--- src/rtl/booth_seq_controller.sv ---
// Sequencer for an external 17-bit {A,Q,Q-1} shift register implementing 8x8 signed Booth
// multiplication; runs of equal multiplier bits are skipped with one multi-bit shift.
module booth_seq_controller #(
    parameter int MAX_SHIFT = 8
) (
    input  logic        clk,
    input  logic        reset_n,
    input  logic        start,
    input  logic [7:0]  multiplicand,
    input  logic [7:0]  multiplier,
    input  logic [16:0] reg_q,
    output logic        reg_load,
    output logic        reg_shift,
    output logic [4:0]  reg_amount,
    output logic [16:0] reg_data,
    output logic        busy,
    output logic        done,
    output logic [15:0] product,
    output logic        err
);

    typedef enum logic [2:0] {IDLE, LOAD, EVAL, SHIFT, DONE} state_t;

    state_t      state_q;
    logic [7:0]  m_q;
    logic [3:0]  rem_q;
    logic [4:0]  amt_q;
    logic [15:0] prod_q;
    logic [3:0]  amt_d;
    logic        pair_add;
    logic        pair_sub;

    assign pair_sub = reg_q[1] & ~reg_q[0];
    assign pair_add = ~reg_q[1] & reg_q[0];

    // Length of the run of bits equal to Q[0] (now at reg_q[1]), bounded by what is left.
    always_comb begin
        amt_d = rem_q;
        for (int s = 7; s >= 1; s--) begin
            if (s < int'(rem_q) && reg_q[s+1] != reg_q[1]) amt_d = 4'(s);
        end
        if (amt_d > 4'(MAX_SHIFT)) amt_d = 4'(MAX_SHIFT);
    end

    always_comb begin
        reg_data = reg_q;
        case (state_q)
            LOAD: reg_data = {8'h00, multiplier, 1'b0};
            EVAL: begin
                if (pair_sub) reg_data = {reg_q[16:9] - m_q, reg_q[8:0]};
                if (pair_add) reg_data = {reg_q[16:9] + m_q, reg_q[8:0]};
            end
            default: reg_data = reg_q;
        endcase
    end

    assign reg_load   = (state_q == LOAD) || (state_q == EVAL && (pair_add || pair_sub));
    assign reg_shift  = (state_q == SHIFT);
    assign reg_amount = amt_q;
    assign busy       = (state_q != IDLE);
    assign done       = (state_q == DONE);
    assign err        = done && (m_q == 8'h80);
    // Final register contents appear in the DONE cycle itself, then are held.
    assign product    = done ? reg_q[16:1] : prod_q;

    always_ff @(posedge clk or negedge reset_n) begin
        if (!reset_n) begin
            state_q <= IDLE;
            m_q     <= 8'h00;
            rem_q   <= 4'd0;
            amt_q   <= 5'd0;
            prod_q  <= 16'h0000;
        end else begin
            case (state_q)
                IDLE: begin
                    if (start) begin
                        m_q     <= multiplicand;
                        rem_q   <= 4'd8;
                        state_q <= LOAD;
                    end
                end
                LOAD: state_q <= EVAL;
                EVAL: begin
                    amt_q   <= {1'b0, amt_d};
                    state_q <= SHIFT;
                end
                SHIFT: begin
                    rem_q   <= rem_q - amt_q[3:0];
                    state_q <= (rem_q == amt_q[3:0]) ? DONE : EVAL;
                end
                DONE: begin
                    prod_q  <= reg_q[16:1];
                    state_q <= IDLE;
                end
                default: state_q <= IDLE;
            endcase
        end
    end

endmodule

--- config.mk ---
export PLATFORM = sky130hd
export DESIGN_NAME = booth_seq_controller
export DESIGN_NICKNAME = d
export VERILOG_FILES = /design/src/rtl/booth_seq_controller.sv
export SDC_FILE = /design/constraint.sdc
export NUM_CORES = 1
export LEC_CHECK = 0
export ABC_AREA = 1
export CAP_MARGIN = 40
export CORE_MARGIN = 3
export CORE_UTILIZATION = 35
export DETAILED_ROUTE_END_ITERATION = 10
export SYNTH_ARGS = -nofsm -noshare
export SYNTH_HDL_FRONTEND = slang
export SYNTH_SLANG_ARGS = --single-unit
--- constraint.sdc ---
create_clock -name clk -period 3.9 [get_ports clk]
set_input_delay 1.17 -clock clk [delete_from_list [all_inputs] [get_ports clk]]
set_output_delay 1.17 -clock clk [all_outputs]
set_load 0.01 [all_outputs]
==> impl_metrics.sql <==
INSERT INTO impl_metrics (metric_group, metric, value, unit) VALUES
('placed_design', 'port_buffers', '77', ''),
('floorplan', 'boundaryPins', '79', ''),
('clock_network', 'htree_levels', '2', ''),
('drt', 'number_of_nets_still_failing_antenna_checks_after_routing', '0', ''),
('global_routing', 'grt_first_pass_wirelength', '13000', 'µm'),
('logic_synthesis', 'synth-async-reset-ratio', '1.00', ''),
('global_routing', 'grt_overflow_total', '0', ''),
('job', 'maxcap_violations', '0', ''),
('logic_synthesis', 'synth_enable_flop_cells', '0', ''),
('pwr', 'p_switching', '1.33', 'mW'),
('logic_synthesis', 'netlist_instances', '402', ''),
('setup_path', 'crit_path_end_kind', 'output port', ''),
('outcome', 'run_status', 'completed', ''),
('setup_path', 'path_cells', 'clkdlybuf4s50_1, inv_1, ha_4, clkinvlp_4, nor2_1, nor2_1, o22ai_1, clkdlybuf4s15_2', ''),
('clock_network', 'insertion_delay_to_the_later_sink_of_the_worst_skew_pair', '0.28', 'ns'),
('pwr', 'p_clk_frac', '0.085', ''),
('placed_design', 'global_placement_routability_congestion', '0.930', ''),
('floorplan', 'chipWidth', '96.0', 'µm'),
('drt', 'route.vias.total', '2859', ''),
('setup_path', 'crit_type', 'input pin to output port', ''),
('final_layout', 'antennaDiodeCount', '0', ''),
('drt', 'firstDrtPassIters', '4', ''),
('final_layout', 'fin_util', '0.530', ''),
('clock_network', 'cts_tree', 'done', ''),
('final_layout', 'layout.cells.most_common_list', '119 x sky130_fd_sc_hd__nand2_1, 60 x sky130_fd_sc_hd__clkdlybuf4s50_1, 45 x sky130_fd_sc_hd__inv_1', ''),
('floorplan', 'die_y', '96.0', 'µm'),
('setup_path', 'cp_slowest_cell', 'sky130_fd_sc_hd__clkdlybuf4s50_1', ''),
('clock_network', 'cts_made_buffers', '5', ''),
('logic_synthesis', 'synth-main-ff-cell', 'sky130_fd_sc_hd__dfrtp_1', ''),
('logic_synthesis', 'syn_area', '0.00284', 'mm²'),
('logic_synthesis', 'synth-seq-area-share', '0.309', ''),
('pwr', 'comb_power_share', '0.690', ''),
('clock_network', 'clk_pin_slew', '0.06', 'ns'),
('logic_synthesis', 'yosys_warnings', '0', ''),
('clock_network', 'tritoncts_num_sinks', '35', ''),
('final_layout', 'post_route_cells_drive_above_1_share', '0.253', ''),
('min_path', 'hold_wc_path_type', 'register to register', ''),
('floorplan', 'core_region_area', '0.00781', 'mm²'),
('sta', 'timing_max_transition_violations_final', '0', ''),
('pwr', 'p_int', '1.55', 'mW'),
('floorplan', 'starting_utilization_of_the_core_area', '0.363', ''),
('floorplan', 'row_count', '32', ''),
('setup_path', 'critical-path-max-stage-delay', '0.44', 'ns'),
('pwr', 'cellPowerDensity', '696', 'mW/mm²'),
('global_routing', 'grt_util_all_layers', '0.179', ''),
('setup_path', 'worst-endpoint-required', '2.73', 'ns'),
('pwr', 'max-vdd-ir-drop', '0.000327', 'V'),
('global_routing', 'maximum_number_of_pins_on_one_net_before_global_route_repair', '36', ''),
('logic_synthesis', 'post_synth.cell_area_avg', '7.06', 'µm²'),
('clock_network', 'cts_root_buf', 'sky130_fd_sc_hd__clkbuf_8', ''),
('logic_synthesis', 'ys_seq_elements', '35', ''),
('sta', 'maxClockFrequency', '260', 'MHz'),
('global_routing', 'grt_pass1_vias', '2760', ''),
('final_layout', 'nets', '570', ''),
('sta', 'rsz0062_at_grt', 'yes', ''),
('drt', 'first_iter_violations', '122', ''),
('drt', 'number_of_remaining_drc_errors', '0', ''),
('floorplan', 'dieArea', '0.00922', 'mm²'),
('sta', 'timing.final.crit_period', '3.85', 'ns'),
('setup_path', 'cpMostUsedCell', 'sky130_fd_sc_hd__nor2_1', ''),
('placed_design', 'post-dp-hpwl', '6490', 'µm'),
('drt', 'wl', '8080', 'µm'),
('final_layout', 'final_common_cell', 'sky130_fd_sc_hd__nand2_1', ''),
('drt', 'vias_per_cell', '4.65', ''),
('sta', 'final_hold_viol_count', '0', ''),
('final_layout', 'synthesis_to_layout_area_growth', '45.8', '%'),
('sta', 'period_share', '0.988', ''),
('sta', 'hold_slack', '0.470', 'ns'),
('pwr', 'total_leakage_power', '2.04', 'nW'),
('drt', 'avgRoutedWirePerCell', '13.1', 'µm'),
('final_layout', 'post-route-cell-area', '0.00414', 'mm²');
==> power groups by stage <==
stage	registers [mW]	logic, mW	clock network, mW
2_1_floorplan	0.628	1.11	0
3_3_place_gp	0.645	1.86	0
3_5_place_dp	0.650	1.88	0
4_1_cts	0.647	1.92	0.256
5_1_grt	0.666	2.22	0.268
6_report	0.647	1.99	0.245
==> worst max-delay path: cells and delay by family <==
| family | cells | cell delay (ns) |
|---|---|---|
| adder cells (fa/ha/maj) | 1 | 0.18 |
| AND/OR/NAND/NOR | 2 | 0.17 |
| AO/OA/AOI/OAI | 1 | 0.17 |
| buffers and inverters | 4 | 0.99 |
==> worst paths after layout <==
path | from | to | slack (ns) | cells after the start
setup / recovery | reg_q[0] | reg_data[10] | 0.05 | 8
hold / removal | prod_q[2] | prod_q[2] | 0.47 | 2
setup reg to reg | rem_q[0] | rem_q[2] | 2.22 | 6
hold reg to reg | prod_q[2] | prod_q[2] | 0.47 | 2
max in group asynchronous | reset_n | m_q[5] | 2.28 | 2
min in group asynchronous | reset_n | prod_q[4] | 1.30 | 2
==> sequential cells by signal (all words and copies together) (netlist names) <==
name / cells
m_q: 8
state_q: 3
prod_q: 16
rem_q: 4
reg_amount: 4
==> logic make-up (layout without fill, tap and decap cells) <==
logic type,after synthesis,after routing,synth area share
compound gates,64,64,0.133
other cells,1,1,0.00132
simple gates,201,201,0.317
xor+xnor,7,7,0.0216
mux,2,2,0.00794
buf+inv,70,181,0.105
fa+ha+maj,22,22,0.105
flops,35,35,0.309
==> per-stage QoR <==
step	std cells	power [mW]	setup TNS [ns]
floorplan	402	1.74	0
detailed placement	601	2.53	-5.22
CTS	609	2.83	0
global route	615	3.15	-0.0672
global placement	601	2.51	-5.21
finish	615	2.88	0
==> what timing repair did <==
item / CTS / global route
setup buffers: 0 / 6
pin swaps: 12 / 6
cloned: 0 / 0
endpoints found under the setup margin: 9 / 8
gates resized for setup: 67 / 26
==> cell type report <==
| type | count | area (µm²) |
|---|---|---|
| clock buffer | 7 | 76.3 |
| clock inverter | 1 | 5.00 |
| fill | 793 | 3670 |
| inverter | 62 | 241 |
| multi-input combinational | 297 | 1840 |
| sequential | 35 | 876 |
| tap | 102 | 128 |
| timing repair buffer | 111 | 976 |
==> Yosys cell counts (2+ instances only) <==
library cell / instances / area (µm²)
sky130_fd_sc_hd__dfrtp_1: 35 / 876
sky130_fd_sc_hd__nand2_1: 122 / 458
sky130_fd_sc_hd__o22ai_1: 3 / 18.8
sky130_fd_sc_hd__buf_6: 3 / 33.8
sky130_fd_sc_hd__nor2_1: 26 / 97.6
sky130_fd_sc_hd__nor2_4: 2 / 22.5
sky130_fd_sc_hd__inv_4: 2 / 12.5
sky130_fd_sc_hd__xor2_1: 7 / 61.3
sky130_fd_sc_hd__nand2_2: 4 / 25.0
sky130_fd_sc_hd__mux2_2: 2 / 22.5
sky130_fd_sc_hd__nand3_2: 6 / 60.1
sky130_fd_sc_hd__nand4_1: 5 / 31.3
sky130_fd_sc_hd__o21ai_2: 11 / 96.3
sky130_fd_sc_hd__nand3_1: 28 / 140
sky130_fd_sc_hd__o21bai_1: 2 / 15.0
sky130_fd_sc_hd__a21oi_1: 22 / 110
sky130_fd_sc_hd__o21ai_0: 19 / 95.1
sky130_fd_sc_hd__fa_1: 3 / 60.1
sky130_fd_sc_hd__inv_1: 48 / 180
sky130_fd_sc_hd__ha_1: 19 / 238
sky130_fd_sc_hd__o21ai_1: 4 / 20.0
sky130_fd_sc_hd__buf_2: 4 / 20.0
sky130_fd_sc_hd__nor2_2: 3 / 18.8
sky130_fd_sc_hd__inv_2: 11 / 41.3
==> routing by layer <==
layer  track usage  vias up  share of wire
met5             0        -              0
met4        0.0367        0         0.0087
met3        0.0258        4          0.043
met2         0.287       60           0.46
met1         0.257     1293           0.49
li1              -     1502              -
Power figures use the tool's default switching activity.
